$ cat src/rtl/uart_pkg.sv
// -----------------------------------------------------------------------------
// uart_pkg
// Shared definitions for the UART transmit/receive blocks.
//   - DEF_BAUD_DIV / DEF_OVERSAMPLE / DEF_DATA_BITS : default line timing so
//     the transmitter and receiver agree on bit period and frame width.
//   - rx_state_t : receiver frame-tracking states.
//   - majority3  : 2-of-3 vote used to filter noise around mid-bit.
// -----------------------------------------------------------------------------
package uart_pkg;

  localparam int DEF_BAUD_DIV   = 4;   // clock cycles per oversample tick
  localparam int DEF_OVERSAMPLE = 16;  // ticks per bit period
  localparam int DEF_DATA_BITS  = 8;   // data bits per frame, LSB first

  typedef enum logic [2:0] {
    IDLE  = 3'd0,
    START = 3'd1,
    DATA  = 3'd2,
    STOP  = 3'd3,
    BRK   = 3'd4
  } rx_state_t;

  // 2-of-3 majority of the three mid-bit samples
  function automatic logic majority3(input logic a, input logic b, input logic c);
    return (a & b) | (a & c) | (b & c);
  endfunction

endpackage

$ cat src/rtl/uart_rx_os_if.sv
// -----------------------------------------------------------------------------
// uart_rx_os_if
// Line/host side signal bundle of the oversampling UART receiver.
//   SI      : asynchronous serial line, idle high
//   READ    : host acknowledge, one-cycle pulse
//   Rx_Data : last accepted byte
//   NINTI   : active-low data-ready
//   FERR    : framing error of the held byte
//   OVR     : sticky overrun flag
// master = line driver / host, slave = receiver.
// -----------------------------------------------------------------------------
interface uart_rx_os_if
  import uart_pkg::*;
#(
  parameter int DATA_BITS = DEF_DATA_BITS
);

  logic                 SI;
  logic                 READ;
  logic [DATA_BITS-1:0] Rx_Data;
  logic                 NINTI;
  logic                 FERR;
  logic                 OVR;

  modport master (
    output SI, READ,
    input  Rx_Data, NINTI, FERR, OVR
  );

  modport slave (
    input  SI, READ,
    output Rx_Data, NINTI, FERR, OVR
  );

endinterface

$ cat src/rtl/uart_baud_tick.sv
// -----------------------------------------------------------------------------
// uart_baud_tick
// Divides the system clock down to the oversample tick rate.
//   i_clk   : system clock, rising edge
//   i_rst_n : synchronous active-low reset
//   i_clr   : synchronous clear, restarts the divide phase
//   o_tick  : high for one cycle every BAUD_DIV cycles (when count = BAUD_DIV-1)
// -----------------------------------------------------------------------------
module uart_baud_tick
  import uart_pkg::*;
#(
  parameter int BAUD_DIV = DEF_BAUD_DIV
) (
  input  logic i_clk,
  input  logic i_rst_n,
  input  logic i_clr,
  output logic o_tick
);

  localparam int DIV_W = (BAUD_DIV > 1) ? $clog2(BAUD_DIV) : 1;
  localparam logic [DIV_W-1:0] DIV_LAST = DIV_W'(BAUD_DIV - 1);

  logic [DIV_W-1:0] r_div;
  logic             w_at_last;

  assign w_at_last = (r_div == DIV_LAST);
  assign o_tick    = w_at_last;

  // Divide counter: wraps at BAUD_DIV-1, clear realigns phase to a new frame
  always_ff @(posedge i_clk) begin
    if (!i_rst_n) begin
      r_div <= {DIV_W{1'b0}};
    end else if (i_clr) begin
      r_div <= {DIV_W{1'b0}};
    end else if (w_at_last) begin
      r_div <= {DIV_W{1'b0}};
    end else begin
      r_div <= r_div + DIV_W'(1);
    end
  end

endmodule

$ cat src/rtl/uart_rx_os.sv
// -----------------------------------------------------------------------------
// uart_rx_os
// 16x oversampling UART receiver with a single-byte holding register.
//   i_Clock : system clock, rising edge
//   i_Reset : synchronous active-low reset
//   bus     : slave side of uart_rx_os_if (SI, READ in; Rx_Data, NINTI,
//             FERR, OVR out)
// The line is synchronised, the start bit is qualified by a mid-bit vote,
// each bit is majority-voted from three samples around mid-bit, and the
// stop bit decision delivers the byte (or flags an overrun).
// -----------------------------------------------------------------------------
module uart_rx_os
  import uart_pkg::*;
#(
  parameter int BAUD_DIV   = DEF_BAUD_DIV,
  parameter int OVERSAMPLE = DEF_OVERSAMPLE,
  parameter int DATA_BITS  = DEF_DATA_BITS
) (
  input  logic        i_Clock,
  input  logic        i_Reset,
  uart_rx_os_if.slave bus
);

  localparam int M     = OVERSAMPLE / 2;
  localparam int SC_W  = $clog2(OVERSAMPLE);
  localparam int IDX_W = (DATA_BITS > 1) ? $clog2(DATA_BITS) : 1;

  localparam logic [SC_W-1:0]  SC_LAST  = SC_W'(OVERSAMPLE - 1);
  localparam logic [SC_W-1:0]  SC_S0    = SC_W'(M - 1);
  localparam logic [SC_W-1:0]  SC_S1    = SC_W'(M);
  localparam logic [SC_W-1:0]  SC_DEC   = SC_W'(M + 1);
  localparam logic [IDX_W-1:0] IDX_LAST = IDX_W'(DATA_BITS - 1);

  // Line synchroniser
  logic r_si_meta;
  logic r_si_sync;
  logic w_s_si;

  // Bit timing and sampling
  logic             w_tick;
  logic             w_clr;
  logic [SC_W-1:0]  r_sc;
  logic             r_s0;
  logic             r_s1;
  logic             w_decide;
  logic             w_vote;

  // Frame tracking
  rx_state_t            r_state;
  rx_state_t            w_state_nxt;
  logic [IDX_W-1:0]     r_idx;
  logic                 w_idx_clr;
  logic                 w_idx_inc;
  logic                 w_shift_en;
  logic                 w_deliver;
  logic [DATA_BITS-1:0] r_shift;

  // Host-facing registers
  logic [DATA_BITS-1:0] r_rx_data;
  logic                 r_ninti;
  logic                 r_ferr;
  logic                 r_ovr;

  assign w_s_si   = r_si_sync;
  // Third vote sample is the live synchronised value at the decision tick
  assign w_decide = w_tick && (r_sc == SC_DEC);
  assign w_vote   = majority3(r_s0, r_s1, w_s_si);

  assign bus.Rx_Data = r_rx_data;
  assign bus.NINTI   = r_ninti;
  assign bus.FERR    = r_ferr;
  assign bus.OVR     = r_ovr;

  // Two-flop synchroniser for the asynchronous line, reset to idle level
  always_ff @(posedge i_Clock) begin
    if (!i_Reset) begin
      r_si_meta <= 1'b1;
      r_si_sync <= 1'b1;
    end else begin
      r_si_meta <= bus.SI;
      r_si_sync <= r_si_meta;
    end
  end

  uart_baud_tick #(
    .BAUD_DIV (BAUD_DIV)
  ) u_baud_tick (
    .i_clk   (i_Clock),
    .i_rst_n (i_Reset),
    .i_clr   (w_clr),
    .o_tick  (w_tick)
  );

  // Oversample counter, restarted with the divider on start detection
  always_ff @(posedge i_Clock) begin
    if (!i_Reset) begin
      r_sc <= {SC_W{1'b0}};
    end else if (w_clr) begin
      r_sc <= {SC_W{1'b0}};
    end else if (w_tick) begin
      r_sc <= (r_sc == SC_LAST) ? {SC_W{1'b0}} : r_sc + SC_W'(1);
    end else begin
      r_sc <= r_sc;
    end
  end

  // Capture the two early vote samples at sc = M-1 and sc = M
  always_ff @(posedge i_Clock) begin
    if (!i_Reset) begin
      r_s0 <= 1'b1;
      r_s1 <= 1'b1;
    end else begin
      r_s0 <= (w_tick && (r_sc == SC_S0)) ? w_s_si : r_s0;
      r_s1 <= (w_tick && (r_sc == SC_S1)) ? w_s_si : r_s1;
    end
  end

  // Frame state register
  always_ff @(posedge i_Clock) begin
    if (!i_Reset) begin
      r_state <= IDLE;
    end else begin
      r_state <= w_state_nxt;
    end
  end

  // Next-state and datapath strobes
  always_comb begin
    w_state_nxt = r_state;
    w_clr       = 1'b0;
    w_idx_clr   = 1'b0;
    w_idx_inc   = 1'b0;
    w_shift_en  = 1'b0;
    w_deliver   = 1'b0;
    case (r_state)
      IDLE: begin
        if (!w_s_si) begin
          w_state_nxt = START;
          w_clr       = 1'b1;
        end else begin
          w_state_nxt = IDLE;
        end
      end
      START: begin
        // A start bit that is high again at mid-bit is treated as a glitch
        if (w_decide) begin
          if (w_vote) begin
            w_state_nxt = IDLE;
          end else begin
            w_state_nxt = DATA;
            w_idx_clr   = 1'b1;
          end
        end else begin
          w_state_nxt = START;
        end
      end
      DATA: begin
        if (w_decide) begin
          w_shift_en = 1'b1;
          if (r_idx == IDX_LAST) begin
            w_state_nxt = STOP;
          end else begin
            w_state_nxt = DATA;
            w_idx_inc   = 1'b1;
          end
        end else begin
          w_state_nxt = DATA;
        end
      end
      STOP: begin
        // A low stop bit still delivers the byte, then waits out the break
        if (w_decide) begin
          w_deliver   = 1'b1;
          w_state_nxt = w_vote ? IDLE : BRK;
        end else begin
          w_state_nxt = STOP;
        end
      end
      BRK: begin
        if (w_s_si) begin
          w_state_nxt = IDLE;
        end else begin
          w_state_nxt = BRK;
        end
      end
      default: begin
        w_state_nxt = IDLE;
      end
    endcase
  end

  // Bit index and LSB-first shift register
  always_ff @(posedge i_Clock) begin
    if (!i_Reset) begin
      r_idx   <= {IDX_W{1'b0}};
      r_shift <= {DATA_BITS{1'b0}};
    end else begin
      if (w_idx_clr) begin
        r_idx <= {IDX_W{1'b0}};
      end else if (w_idx_inc) begin
        r_idx <= r_idx + IDX_W'(1);
      end else begin
        r_idx <= r_idx;
      end
      if (w_shift_en) begin
        r_shift[r_idx] <= w_vote;
      end else begin
        r_shift <= r_shift;
      end
    end
  end

  // Holding register and host flags; a READ in the delivery cycle frees the
  // holding register in time for the new byte, so NINTI stays low
  always_ff @(posedge i_Clock) begin
    if (!i_Reset) begin
      r_rx_data <= {DATA_BITS{1'b0}};
      r_ninti   <= 1'b1;
      r_ferr    <= 1'b0;
      r_ovr     <= 1'b0;
    end else if (w_deliver) begin
      if (r_ninti || bus.READ) begin
        r_rx_data <= r_shift;
        r_ferr    <= ~w_vote;
        r_ninti   <= 1'b0;
        r_ovr     <= (bus.READ && !r_ninti) ? 1'b0 : r_ovr;
      end else begin
        r_ovr     <= 1'b1;
      end
    end else if (bus.READ && !r_ninti) begin
      r_ninti <= 1'b1;
      r_ovr   <= 1'b0;
    end else begin
      r_ninti <= r_ninti;
      r_ovr   <= r_ovr;
    end
  end

endmodule

$ cat src/flat_wrapper.sv
// flat-port wrapper written by rule: the top's interface ports become plain ports
module uart_rx_os_flat import uart_pkg::*;
#(
  parameter int BAUD_DIV   = DEF_BAUD_DIV,
  parameter int OVERSAMPLE = DEF_OVERSAMPLE,
  parameter int DATA_BITS  = DEF_DATA_BITS
)
  (i_Clock, i_Reset, bus_SI, bus_READ, bus_Rx_Data, bus_NINTI, bus_FERR, bus_OVR);
  uart_rx_os_if #(.DATA_BITS(DATA_BITS)) bus_i ();
  input  logic i_Clock;
  input  logic i_Reset;
  input wire logic [$bits(bus_i.SI)-1:0] bus_SI;
  input wire logic [$bits(bus_i.READ)-1:0] bus_READ;
  output wire logic [$bits(bus_i.Rx_Data)-1:0] bus_Rx_Data;
  output wire logic [$bits(bus_i.NINTI)-1:0] bus_NINTI;
  output wire logic [$bits(bus_i.FERR)-1:0] bus_FERR;
  output wire logic [$bits(bus_i.OVR)-1:0] bus_OVR;
  assign bus_i.SI = bus_SI;
  assign bus_i.READ = bus_READ;
  assign bus_Rx_Data = bus_i.Rx_Data;
  assign bus_NINTI = bus_i.NINTI;
  assign bus_FERR = bus_i.FERR;
  assign bus_OVR = bus_i.OVR;
  uart_rx_os #(.BAUD_DIV(BAUD_DIV), .OVERSAMPLE(OVERSAMPLE), .DATA_BITS(DATA_BITS)) u_core (.i_Clock(i_Clock), .i_Reset(i_Reset), .bus(bus_i));
endmodule
$ cat config.mk
export PLATFORM = sky130hd
export DESIGN_NAME = uart_rx_os_flat
export DESIGN_NICKNAME = d
export VERILOG_FILES = /design/src/rtl/uart_pkg.sv /design/src/rtl/uart_rx_os_if.sv /design/src/rtl/uart_baud_tick.sv /design/src/rtl/uart_rx_os.sv /design/src/flat_wrapper.sv
export SDC_FILE = /design/constraint.sdc
export NUM_CORES = 1
export LEC_CHECK = 0
export ABC_AREA = 0
export ABC_CLOCK_PERIOD_IN_PS = 2180
export BUFFER_PORTS_ARGS = -buffer_cell sky130_fd_sc_hd__buf_2
export CAP_MARGIN = 10
export CORE_UTILIZATION = 40
export CTS_CLUSTER_DIAMETER = 40
export DETAILED_ROUTE_END_ITERATION = 8
export HOLD_SLACK_MARGIN = 0.03
export PLACE_DENSITY = 0.69
export SETUP_SLACK_MARGIN = 0.2
export SYNTH_ARGS = -nofsm -noshare
export SYNTH_HDL_FRONTEND = slang
export SYNTH_HIERARCHICAL = 1
export SYNTH_SLANG_ARGS = --single-unit
$ cat constraint.sdc
create_clock -name i_Clock -period 2.18 [get_ports i_Clock]
set_input_delay 0 -clock i_Clock [delete_from_list [all_inputs] [get_ports i_Clock]]
set_output_delay 0 -clock i_Clock [all_outputs]
set_load 0.02 [all_outputs]
After elaboration in Yosys (flattened, before gate mapping)
Index checks and enable logic that the tools add are counted.
{"block": "word_totals", "regBits": 35, "output_inout_bits": 11, "word_cells": 80}
{"block": "op_classes", "n_mux": 30, "bitwise_logic": 7, "order_cmp": 2, "eq_ne": 11, "add_sub_neg": 3, "n_reduce_logical": 14}
{"cell": "1-bit 2-to-1 mux", "n": 21}
{"cell": "3-bit case mux with 5 select lines", "n": 1}
{"cell": "4-bit == test (second input constant)", "n": 3}
{"cell": "3-bit 2-to-1 mux", "n": 3}
{"cell": "8-bit bitwise mux", "n": 1}
{"cell": "3-bit by 2-bit == test with 1-bit output (second input constant)", "n": 2}
{"cell": "3-bit == test (second input constant)", "n": 2}
{"cell": "1-bit logical AND", "n": 5}
{"cell": "4-bit by 1-bit adder with 4-bit output (second input constant)", "n": 1}
{"cell": "4-bit by 3-bit == test with 1-bit output (second input constant)", "n": 1}
{"cell": "3-bit by 4-bit < comparator with 1-bit output (second input constant)", "n": 1}
{"cell": "2-bit 2-to-1 mux", "n": 2}
{"cell": "4-bit 2-to-1 mux", "n": 1}
{"cell": "2-bit AND reduction", "n": 2}
{"cell": "2-bit OR reduction", "n": 2}
{"cell": "3-bit by 1-bit adder with 3-bit output (second input constant)", "n": 1}
{"cell": "1-bit bitwise AND", "n": 3}
{"cell": "1-bit demux with 3-bit select", "n": 1}
{"cell": "3-bit by 1-bit == test with 1-bit output (second input constant)", "n": 1}
{"cell": "3-bit by 1-bit greater-or-equal comparator with 1-bit output (second input constant)", "n": 1}
{"cell": "3-bit zero test", "n": 1}
{"cell": "3-bit OR reduction", "n": 1}
{"cell": "2-bit by 1-bit adder with 2-bit output (second input constant)", "n": 1}
{"cell": "2-bit == test (second input constant)", "n": 1}
{"cell": "6 further kinds", "n": 8}

Longest topological paths before layout
Gate-level depths: netlist (run 1).
{"block": "depth", "word_depth": 7, "ltp_mapped": 7, "mapped_depth_nobuf": 5}

Cells and area by module
The synthesis (run 1) kept the hierarchy.
{"module": "uart_rx_os", "cells_each": 159, "area_per_inst_um2": 1496.4, "n_inst": 1}
{"module": "uart_baud_tick", "cells_each": 5, "area_per_inst_um2": 80.1, "n_inst": 1}

Worst setup path after synthesis (run 1)
Ideal clock, no wire load.
{"block": "synth_path", "path_type": "register -> register", "start": "register u_core.r_idx[0]", "end": "register u_core.r_idx[0]", "period_less_slack_ns": 1.736, "path_slack_ns": 0.444, "setup_time_ns": 0.067, "path_stages_with_launch": 6, "arrival_ns": 1.669, "cell_sequence": "dfxtp_1 ha_1 ha_1 or4b_4 or3_1 a21oi_2"}
{"block": "synth_via", "elab_chain_len": 4, "elab_cells_between_ends": 5, "cone_classes": "add/sub: 1; eq/ne: 1; mux: 3"}
{"item": "start, declared", "line": "uart_rx_os.sv:51", "rtl": "logic [IDX_W-1:0] r_idx;"}
{"item": "start signal, assigned", "line": "uart_rx_os.sv:195", "rtl": "r_idx <= {IDX_W{1'b0}};"}
{"item": "start signal, assigned", "line": "uart_rx_os.sv:199", "rtl": "r_idx <= {IDX_W{1'b0}};"}
{"item": "start signal, assigned", "line": "uart_rx_os.sv:201", "rtl": "r_idx <= r_idx + IDX_W'(1);"}
{"item": "3-bit == test", "line": "uart_rx_os.sv:160", "rtl": "if (r_idx == IDX_LAST) begin"}
{"item": "1-bit 2-to-1 mux", "line": "uart_rx_os.sv:160"}
{"item": "1-bit 2-to-1 mux", "line": "uart_rx_os.sv:158", "rtl": "if (w_decide) begin"}
{"item": "1-bit 2-to-1 mux", "line": "uart_rx_os.sv:135", "rtl": "case (r_state)"}
Several ways; a longest one is shown, not always the timed one.
A chain may end at the register's enable or synchronous reset.

Worst setup path after layout (run 1)
Ends and elaborated chain as after synthesis.

==> results.md, run 1 <==
Placement:
- The HPWL reported at the end of detailed placement is 1.98 mm.
- The number of input and output port buffers inserted is 14.
- The total placed instance area is 1670 um^2.
- Routability-driven placement finished with a final weighted congestion of 0.822.
- The instance count after placement with tap cells included is 218.
- Timing analysis after detailed placement gives a worst setup slack of 0.313 ns.

Critical path:
- The data arrival time of the worst path is 2.11 ns.
- Traced cell by cell, the critical path runs through ha_1 -> ha_1 -> or4b_4 -> or3_1 -> a21oi_2.
- The type of destination of the critical path is a flop.
- The kind of critical path is reg2reg.
- Of all nets on the critical path, the largest fanout is 8.
- The data required time at the worst endpoint is 2.40 ns.
- Setup slack on the worst reg-to-reg path comes out at 0.29 ns.
- The largest single stage delay on the critical path is 0.51 ns.
- The most frequent cell on the critical path is ha_1.
- The critical path startpoint category is a flop.
- The slowest stage of the critical path is the or4b_4 cell.

Floorplanning:
- The die outline width is 64.8 um.
- The floorplan step set the die height to 64.8 um.
- The effective utilization at floorplan is 0.424.
- The top-level port count is 15.
- The core area is 3720 um^2.
- The floorplan step defined a die boundary enclosing 4200 um^2.
- The number of standard-cell rows in the floorplan is 22.

Clock tree:
- The maximum clock path buffer count is 2.
- The tree built by TritonCTS fans out to 35 sinks.
- The deepest level of the CTS H-tree is 2.
- Clock tree synthesis selected as its root buffer the cell clkbuf_8.
- TritonCTS built the clock tree.
- The TritonCTS buffer count is 5.
- The clock network latency to the later pin of the worst-skew pair is 0.28 ns.
- The clock slew at the register clock pins of the worst setup and hold paths is 0.07 ns.
- Post-CTS repair changed the size of 0 cells.

Cells and area:
- The number of nets in the layout is 191.
- The area growth from synthesis to layout is 14.3%.
- Fill cells in the final layout number 356.
- In the final layout, flip-flops and latches occupy 701 um^2.
- The final instance area is 1800 um^2.
- The multi-input combinational cells in the finished layout cover a total of 802 um^2.
- The fraction of layout instances using a drive strength above 1 is 0.181.
- The post-layout utilization of the core is 0.485.
- 0 antenna diodes ended up in the layout.
- The non-filler instance count after layout is 230.

Job:
- Across the run, the number of max-cap violations was 0.

Yosys:
- The most instantiated flip-flop cell in the synthesis netlist is dfxtp_1.
- The total nets after synthesis is 174.
- In this run the mean area of a mapped cell was 9.61 um^2.
- The most common cell in the netlist is dfxtp_1.
- The mux contribution to synthesized area is 0.127.
- Synthesis inferred 35 register bits.
- The simple-gate portion of the synthesized area is 0.243.
- In the synthesized netlist, the number of instances is 164.
- The synthesized design spends more area on one cell type than any other, namely dfxtp_1.
- Of the total synthesized cell area, the portion taken by full adders, half adders and majority gates is 0.0540.
- Sorting the synthesized cells by how often they occur yields dfxtp_1 (35), nand2_1 (22), mux2i_1 (20).
- The fraction of synthesized cell area taken by the top area cell type is 0.444.
- In the post-synthesis netlist, the biggest area contributors are dfxtp_1 (44%), mux2i_1 (13%), nand2_1 (5.2%).
- The Yosys step of the flow raised 6 warnings.
- Of the total synthesized cell area, the portion taken by XOR and XNOR cells is 0.00556.
- The post-synth design cell area is 1580 um^2.
- The number of library cell types mapped by synthesis is 38.
- For this run, asynchronously set or reset flops after synthesis account for 0.
- Yosys mapped a number of flops with a built-in enable equal to 0.
- By area, the combinational part of the netlist is dominated by simple AND/OR/NAND/NOR gates.
- For this run, the register share of the synthesized area comes to 0.444.
- The fraction of the mapped netlist area in compound gates is 0.0794.

Detailed routing:
- The via density per instance is 5.34.
- The routed wire length is 2.92 mm.
- The remaining routing DRC violations is 0.
- The number of design-rule violations left by the first detailed-router iteration is 61.
- The first TritonRoute pass finished after 4 iterations.
- The remaining antenna violation count is 0.
- After detailed routing, the average wire length per cell comes to 12.7 um.
- The routed layout has 1,228 vias.

Global route:
- The total global routing track utilization is 0.161.
- The number of global-route vias before repair is 1,138.
- The first global-routing pass estimated 5.14 mm of wire.
- The number of antenna violations at the first check in global routing is 0.
- The remaining global-route overflow is 0.
- Entering global routing, the biggest net connects 32 pins.

Power:
- Summed over all cells, the static leakage comes to 0.730 nW.
- The power density over cell area is 666 nW/um^2.
- The internal power of the cells totals 0.954 mW.
- The share of total power dissipated in sequential elements is 0.546.
- The worst supply voltage drop on vdd is 416 uV.
- The share of total power dissipated in the clock network is 0.417.
- Summed over all nets, the switching power comes to 0.245 mW.
- Of the total power, combinational logic draws 0.037.
- Of the total power, the share spent switching nets is 0.204.

Min path:
- The class of the worst hold path is in2reg.

Timing:
- The final critical path time including I/O delays and setup is 1.89 ns.
- After layout, the worst setup slack is 0.291 ns.
- The worst pin sits at a relative slew slack of 0.537.
- The setup TNS after final layout is 0 ns.
- Derived from the worst setup path, the maximum achievable clock frequency is 0.529 GHz.
- Across the routed clock network, the largest skew measured is 0.00651 ns.
- The final number of hold-violating endpoints is 0.
- The ratio of final minimum period to clock period is 0.867.
- The final number of max-transition violations was 0.
- The pin slew with the least headroom to its limit is 0.685 ns.
- Setup repair after global routing left no endpoint under its margin.
- Setup violations remaining at the end of the flow were counted as 0.

Run status:
- The flow ran to the end, and the final reports show no timing, DRC or antenna violations.
## sequential cells by signal (all words and copies together), names as in the netlist
signal	flops
u_core/bus.NINTI	1
u_core/r_idx	3
u_core/u_baud_tick/r_div	2
u_core/bus.Rx_Data	8
u_core/bus.OVR	1
u_core/bus.FERR	1
u_core/r_s0	1
u_core/r_si_sync	1
u_core/r_sc	4
u_core/r_shift	8
u_core/r_si_meta	1
u_core/r_s1	1
u_core/r_state	3
## worst paths after layout
check,end,cells past startpoint,start
setup / recovery,u_core/r_idx[0],5,u_core/r_idx[0]
hold / removal,u_core/r_s0,2,i_Reset
setup reg to reg,u_core/r_idx[0],5,u_core/r_idx[0]
hold reg to reg,u_core/r_si_sync,1,u_core/r_si_meta
## power groups by stage
stage | Combinational (mW) | Clock (mW) | Sequential (mW)
after global routing | 0.0495 | 0.557 | 0.656
after floorplan | 0.0341 | 0 | 0.666
after global placement | 0.0382 | 0 | 0.669
after detailed placement | 0.0408 | 0 | 0.670
after CTS | 0.0438 | 0.518 | 0.655
final | 0.0439 | 0.500 | 0.655
## stage by stage
stage / power [mW] / hold slack (ns)
2_1_floorplan: 0.700 / 0.101
3_3_place_gp: 0.707 / 0.182
3_5_place_dp: 0.711 / 0.188
4_1_cts: 1.22 / 0.142
5_1_grt: 1.26 / 0.171
6_report: 1.20 / 0.158
## critical path, delay by kind of cell, from the launching register on
family,cells,cell delay (ns)
AOI/OAI and AO/OA,1,0.13
adders and majority gates,2,0.47
DFF,1,0.38
and+or+nand+nor,2,0.85
## kinds of logic (layout without fill, tap and decap cells)
| group | after synthesis | count (layout) |
|---|---|---|
| simple gates | 68 | 68 |
| flops | 35 | 35 |
| mux | 20 | 20 |
| compound gates | 18 | 18 |
| buf+inv | 15 | 33 |
| fa+ha+maj | 7 | 7 |
| xor+xnor | 1 | 1 |
## layer usage
| metal | GRT usage | wire, um |
|---|---|---|
| met1 | 0.190 | 1320 |
| met2 | 0.260 | 1440 |
| met3 | 0.0511 | 123 |
| met4 | 0.0806 | 38 |
| met5 | 0 | 0 |
## cells in the final DEF, fill, tap and decap left out
cell           instances
dfxtp_1               35
nand2_1               22
mux2i_1               20
buf_2                 14
nand3_1               11
clkbuf_8               7
nor2_1                 7
o21ai_0                6
ha_1                   6
inv_1                  5
nand2b_1               5
a21oi_1                5
buf_4                  4
nand4b_1               3
nor3_1                 3
dlygate4sd3_1          2
nor4b_1                2
and4bb_2               2
nor2b_1                2
nand4_1                2
clkbuf_1               1
nor4_1                 1
nand3b_1               1
xor2_1                 1
maj3_1                 1
or4_1                  1
and4b_1                1
a311oi_1               1
a211oi_1               1
or4b_4                 1
or2_2                  1
o41ai_2                1
or3_1                  1
a21oi_2                1
a41oi_1                1
o32ai_1                1
and3_1                 1
o221a_2                1
nor4b_2                1
## what timing repair did
item,in CTS,in global routing
buffers inserted,0,2
setup endpoints to repair,0,5
hold buffers,2,0
endpoints found under the hold margin,2,0
## cell type report
cell class	instances	area share
Sequential cell	35	0.389
Inverter	5	0.0104
Timing Repair Buffer	20	0.0667
Multi-Input combinational cell	114	0.445
Tap cell	48	0.0333
Clock buffer	8	0.0556
Note: power is estimated with default switching activity, not from simulation.
==> run 2, diff against run 1 <==
--- a/config.mk
+++ b/config.mk
@@ -13,7 +13,6 @@
 export CTS_CLUSTER_DIAMETER = 40
 export DETAILED_ROUTE_END_ITERATION = 8
 export HOLD_SLACK_MARGIN = 0.03
-export PLACE_DENSITY = 0.69
 export SETUP_SLACK_MARGIN = 0.2
 export SYNTH_ARGS = -nofsm -noshare
 export SYNTH_HDL_FRONTEND = slang
==> run 2 against run 1 <==
Net effect:
- power is 3.5% lower
- critical path depth is the same
- sequential power about the same
- global-route usage rose by 0.48 points
- final area is 0.62% lower
- fmax is 1.0% higher
- sequential share of layout area up 0.24 points
- utilization down 0.30 points
- routed wire length is 4.3% higher
- non-clock buffer count unchanged
- hold slack worse by 0.039 ns
- via count decreased by 1.4%
==> results.md, run 2 (synthesized netlist as in run 1, its figures left out) <==
Run status:
- The flow ran to the end, and the final reports show no timing, DRC or antenna violations.

Placement:
- Summing all placed instances gives a cell area of 1670 um^2.
- The number of input and output port buffers inserted is 14.
- The HPWL reported at the end of detailed placement is 2.02 mm.
- OpenSTA, run right after detailed placement, puts the worst setup slack at 0.348 ns.
- The congestion estimate from routability-driven global placement came to 0.754.

Critical path:
- Data on the critical path arrives at its endpoint at 2.10 ns.
- The critical path startpoint category is a flop.
- The critical path is of the reg2reg type.
- STA puts the critical path data required time at 2.41 ns.
- The worst reg2reg path depth is 5.
- In this run the worst path has a maximum fanout of 8.
- STA classifies the critical path endpoint as a flop.

Global route:
- The maximum number of pins on one net before global-route repair is 32.
- The global-route wire length before repair is 5.32 mm.
- For this run, the total global-route usage over all layers was measured as 0.166.
- The number of antenna violations at the first check in global routing was 0.
- Summed over all layers, the global routing overflow is 0.
- The number of global-route vias before repair is 1,248.

Clock tree:
- The number of sinks handled by clock tree synthesis is 35.
- The clock passes through at most 2 buffers.
- The deepest level of the CTS H-tree is 2.
- The TritonCTS buffer count is 5.
- TritonCTS built the clock tree.
- The clock slew at the register clock pins of the worst setup and hold paths is 0.07 ns.
- The clock network latency to the later pin of the worst-skew pair is 0.29 ns.
- The count of instances resized after the clock tree is built is 0.
- The root cell of the clock tree is clkbuf_8.

Timing:
- The final setup violation count is 0.
- The final number of max-transition violations is 0.
- The final number of hold-violating endpoints is 0.
- The worst max-slew margin expressed relative to the limit is 0.587.
- Of the available clock period, the critical path in the final layout requires 0.858.
- For the pin with the worst max-slew slack, the measured transition is 0.611 ns.
- Summed over all failing endpoints, the final setup total negative slack is 0 ns.
- The clock arrives with 0.00732 ns of skew.
- The fmax is 0.535 GHz.
- The least setup slack across all paths after layout is 0.310 ns.
- Setup repair after global routing left no endpoint under its margin.
- After layout, the minimum clock period comes to 1.87 ns.

Cells and area:
- The most common cell after layout, fill and taps aside is dfxtp_1.
- Leaving out fill and tap cells, the most frequent cells in the layout are dfxtp_1 (35), nand2_1 (22), mux2i_1 (20).
- The number of nets in the layout is 191.
- Fill cells in the final layout number 360.
- Compared with the post-synthesis result, the final layout area differs by 13.6%.
- The antenna cell count is 0.
- The fraction of layout instances using a drive strength above 1 is 0.187.
- The final instance area is 1790 um^2.

Floorplanning:
- The vertical die dimension is 64.8 um.
- The floorplan step defined a die boundary enclosing 4200 um^2.
- The core region is 3720 um^2.
- The number of standard-cell rows in the floorplan is 22.
- The effective utilization at floorplan is 0.424.
- For this design the top-level I/O count stands at 15.
- From left edge to right edge, the die measures 64.8 um.

Power:
- Across the VDD grid, the largest voltage drop is 378 uV.
- The analysis attributes to cell leakage a power of 0.719 nW.
- For this design the ratio of total power to cell area is 646 nW/um^2.
- After layout, the design draws a total of 1.16 mW.

Detailed routing:
- The vias after detailed routing is 1,211.
- For this block, the routed nets add up to 3.05 mm of wire.
- The detailed router finished its first iteration with 76 violations.
- In the routed layout, each cell is associated on average with a via count of 5.27.
- The number of iterations in the first detailed-routing pass is 4.
- The mean routed wirelength per cell is 13.2 um.
- The remaining antenna violation count is 0.
- The remaining routing DRC violations is 0.

Min path:
- The class of the worst hold path is in2reg.
- The number of cells traversed by the worst hold path is 2.

Job:
- The number of max-capacitance violations reported is 0.
run 2: cell count changes in the layout (fill, tap and decap cells not counted), sizes merged:
cell / delta
clkbuf: -3
clkinvlp: +2
clkinv: +1
run 2: path summary, 6_finish.rpt:
path                          from          endpoint  slack [ns]
setup / recovery   u_core/r_idx[0]   u_core/r_idx[0]        0.31
hold / removal             i_Reset       u_core/r_s0        0.12
setup reg to reg   u_core/r_idx[0]   u_core/r_idx[0]        0.31
hold reg to reg   u_core/r_si_meta  u_core/r_si_sync        0.41
run 2: area by class of cell:
cell class | count | area, um^2 | share of cell area
Clock inverter | 3 | 20.0 | 0.0112
Inverter | 5 | 18.8 | 0.0105
Clock buffer | 5 | 68.8 | 0.0384
Tap cell | 48 | 60.1 | 0.0335
Multi-Input combinational cell | 114 | 802 | 0.448
Sequential cell | 35 | 701 | 0.391
Timing Repair Buffer | 20 | 120 | 0.0671
run 2: per-stage QoR:
step           hold WS [ns]  instances   util
5_1_grt               0.176        230  0.482
3_3_place_gp          0.178        218  0.448
3_5_place_dp          0.188        218  0.448
2_1_floorplan         0.101        164      -
6_report              0.119        230  0.482
4_1_cts               0.134        228  0.478
run 2: critical path: stages (launching register included):
cell     delay [ns]
dfxtp_1        0.38
ha_1           0.24
ha_1           0.21
or4b_4         0.51
or3_1          0.34
a21oi_2        0.13
run 2: power by group:
part | leakage (nW) | switching, mW | internal, mW
combinational | 0.395 | 0.0242 | 0.0184
sequential | 0.283 | 0.00768 | 0.647
clock | 0.0402 | 0.237 | 0.222
total | 0.719 | 0.269 | 0.888
run 2: metal layers:
layer	GRT usage	vias up	wire, um
li1	-	614	-
met1	0.180	570	1410
met2	0.294	23	1490
met3	0.0493	4	118
met4	0.0722	0	32
met5	0	-	0
run 2: what timing repair did:
action	4_1_cts	5_1_grt
endpoints found under the setup margin	0	9
setup buffers	0	2
endpoints found under the hold margin	2	0
hold buffers	2	0
==> run 3, diff against run 2 <==
--- a/config.mk
+++ b/config.mk
@@ -13,6 +13,7 @@
 export CTS_CLUSTER_DIAMETER = 40
 export DETAILED_ROUTE_END_ITERATION = 8
 export HOLD_SLACK_MARGIN = 0.03
+export RECOVER_POWER = 25
 export SETUP_SLACK_MARGIN = 0.2
 export SYNTH_ARGS = -nofsm -noshare
 export SYNTH_HDL_FRONTEND = slang
==> run 3 against run 2 <==
Net effect:
- combinational power hardly changed
- sequential power barely moved
- first-iteration DRC count shrank 13%
- setup slack better by 0.0029 ns
- power is essentially flat
- die area did not move
- clock power is essentially flat
- hold slack hardly changed
- final area down 0.63%
- via count hardly changed
- sequential share of layout area increased by 0.25 points
- critical path depth is the same
- critical path type unchanged
- largest cell class unchanged
- largest power group unchanged
==> results.md, run 3 (synthesized netlist as in run 1, its figures left out) <==
Cells and area:
- The most common cell after layout, fill and taps aside is dfxtp_1.
- In the final layout, the share of cells above drive strength 1 is 0.137.
- The number of nets in the layout is 191.
- In the layout the commonest cells are dfxtp_1 (35), nand2_1 (22), mux2i_1 (20).
- The area growth from synthesis to layout is 12.9%.
- The antenna cell count is 0.
- The final instance area is 1780 um^2.

Run status:
- The flow ran to the end, and the final reports show no timing, DRC or antenna violations.

Critical path:
- The worst register-to-register path ends at u_core/r_idx[0].
- The critical path startpoint category is a flop.
- Measured in cells, the most critical reg-to-reg path has a length of 5.
- The most critical setup path has its endpoint at u_core/r_idx[0].
- The internal reg-to-reg setup slack is 0.31 ns.
- The type of destination of the critical path is a flop.
- Data on the critical path arrives at its endpoint at 2.09 ns.
- The kind of critical path is reg2reg.
- For the worst setup path, the data required time is 2.41 ns.
- The critical path startpoint is u_core/r_idx[0].
- The maximum fanout count along the critical path is 8.
- The worst register-to-register path begins at u_core/r_idx[0].

Detailed routing:
- The highest metal layer carrying signal wires in the routed design is met4.
- The met2 wire length is 1.49 mm.
- Detailed routing inserted a total of 1,210 vias.
- The mean routed wirelength per cell is 13.3 um.
- The remaining routing DRC violations is 0.
- The final layout contains routed wiring with a total length of 3.06 mm.
- The met1 wire length is 1.43 mm.
- Dividing the detail-routed via count by the number of cells gives 5.26.
- The remaining antenna violation count is 0.
- The number of iterations in the first detailed-routing pass is 4.
- The first routing iteration left 66 violations.
- The total met3 wirelength after detailed routing is 106 um.

Timing:
- In the finished design, the share of the clock period the worst path needs comes to 0.856.
- The worst hold slack is 0.120 ns.
- The final number of hold-violating endpoints was 0.
- The clock tree skew after final layout is 0.00727 ns.
- The pin slew with the least headroom to its limit is 0.609 ns.
- Setup repair after global routing left no endpoint under its margin.
- The final critical path time including I/O delays and setup is 1.87 ns.
- Setup violations remaining at the end of the flow were counted as 0.
- The fmax is 0.536 GHz.
- In this run the tightest slew margin relative to its limit is 0.588.
- Setup slack on the critical path of the routed design comes to 0.313 ns.
- The final number of max-transition violations is 0.
- After routing, the total negative slack on setup checks comes to 0 ns.

Placement:
- The routability-driven placement congestion ratio is 0.754.
- The total placed instance area is 1670 um^2.
- The HPWL reported at the end of detailed placement is 2.02 mm.
- The number of input and output port buffers inserted is 14.
- The worst-case setup slack after placement is 0.348 ns.

Floorplanning:
- For this design the top-level I/O count stands at 15.
- The vertical die dimension is 64.8 um.
- The effective utilization at floorplan is 0.424.
- The die covers 4200 um^2.
- The core area is 3720 um^2.
- The number of standard-cell rows in the floorplan is 22.
- The die outline width is 64.8 um.

Power:
- The cell leakage power is 0.679 nW.
- Dividing total power by cell area gives a power density of 651 nW/um^2.
- The worst supply voltage drop on vdd is 379 uV.

Job:
- The number of max-capacitance violations reported is 0.

Clock tree:
- Clock latency on the worst-skew pair, taken at its later pin, is 0.29 ns.
- The number of sinks handled by clock tree synthesis is 35.
- The deepest level of the CTS H-tree is 2.
- TritonCTS built the clock tree.
- The root cell of the clock tree is clkbuf_8.
- The maximum clock path buffer count is 2.
- Clock-pin slew was measured on the worst setup and hold paths at 0.07 ns.
- Counting the buffers created by CTS gives 5.
- The count of instances resized after the clock tree is built is 0.

Min path:
- The min-delay analysis places its worst path in the category in2reg.

Global route:
- The total global routing track utilization is 0.166.
- The maximum number of pins on one net before global-route repair is 32.
- The global-route wire length before repair is 5.32 mm.
- The number of antenna violations at the first check in global routing is 0.
- The number of global-route vias before repair was 1,248.
- Global routing finished with a remaining overflow of 0.
==> run 3: how the worst min path moves through the flow <==
stage,start,end,slack [ns],cells after the start
floorplan,bus_SI,u_core/r_si_meta,0.10,1
global placement,bus_SI,u_core/r_si_meta,0.18,2
detailed placement,bus_SI,u_core/r_si_meta,0.19,2
CTS,i_Reset,u_core/r_s0,0.13,2
global route,i_Reset,u_core/r_s0,0.18,2
finish,i_Reset,u_core/r_s0,0.12,2
==> run 3: stage by stage <==
stage | util | total power [mW] | std cells
3_5_place_dp | 0.448 | 0.710 | 218
4_1_cts | 0.478 | 1.18 | 228
3_3_place_gp | 0.448 | 0.708 | 218
5_1_grt | 0.479 | 1.22 | 230
6_report | 0.479 | 1.16 | 230
2_1_floorplan | - | 0.700 | 164
==> run 3: power by group <==
| part | leakage, nW | internal (mW) | switching (mW) |
|---|---|---|---|
| registers | 0.283 | 0.647 | 0.00766 |
| logic | 0.355 | 0.0184 | 0.0243 |
| clock network | 0.0402 | 0.222 | 0.238 |
| total | 0.679 | 0.888 | 0.270 |
==> run 3: layout make-up <==
| class | instances | area, um^2 |
|---|---|---|
| clock inverters | 3 | 20.0 |
| inverters | 5 | 18.8 |
| multi-input cells | 114 | 802 |
| clock buffers | 5 | 68.8 |
| fillers | 368 | 1940 |
| repair buffers | 20 | 109 |
| well taps | 48 | 60.1 |
| flip-flops and latches | 35 | 701 |
==> run 3: worst max-delay path, stage by stage (launching register included) <==
cell     delay, ns
dfxtp_1       0.38
ha_1          0.24
ha_1          0.21
or4b_4        0.52
or3_1         0.34
a21oi_2       0.13
==> run 3: per-layer routing <==
layer	track usage	vias up
met5	0	-
met4	0.0722	0
met3	0.0493	4
met2	0.294	18
met1	0.180	576
li1	-	612
==> run 3: timing repair <==
| action | CTS | global route |
|---|---|---|
| buffers inserted | 0 | 2 |
| setup endpoints to repair | 0 | 9 |
| hold endpoints to repair | 2 | 0 |
| hold buffers | 2 | 0 |
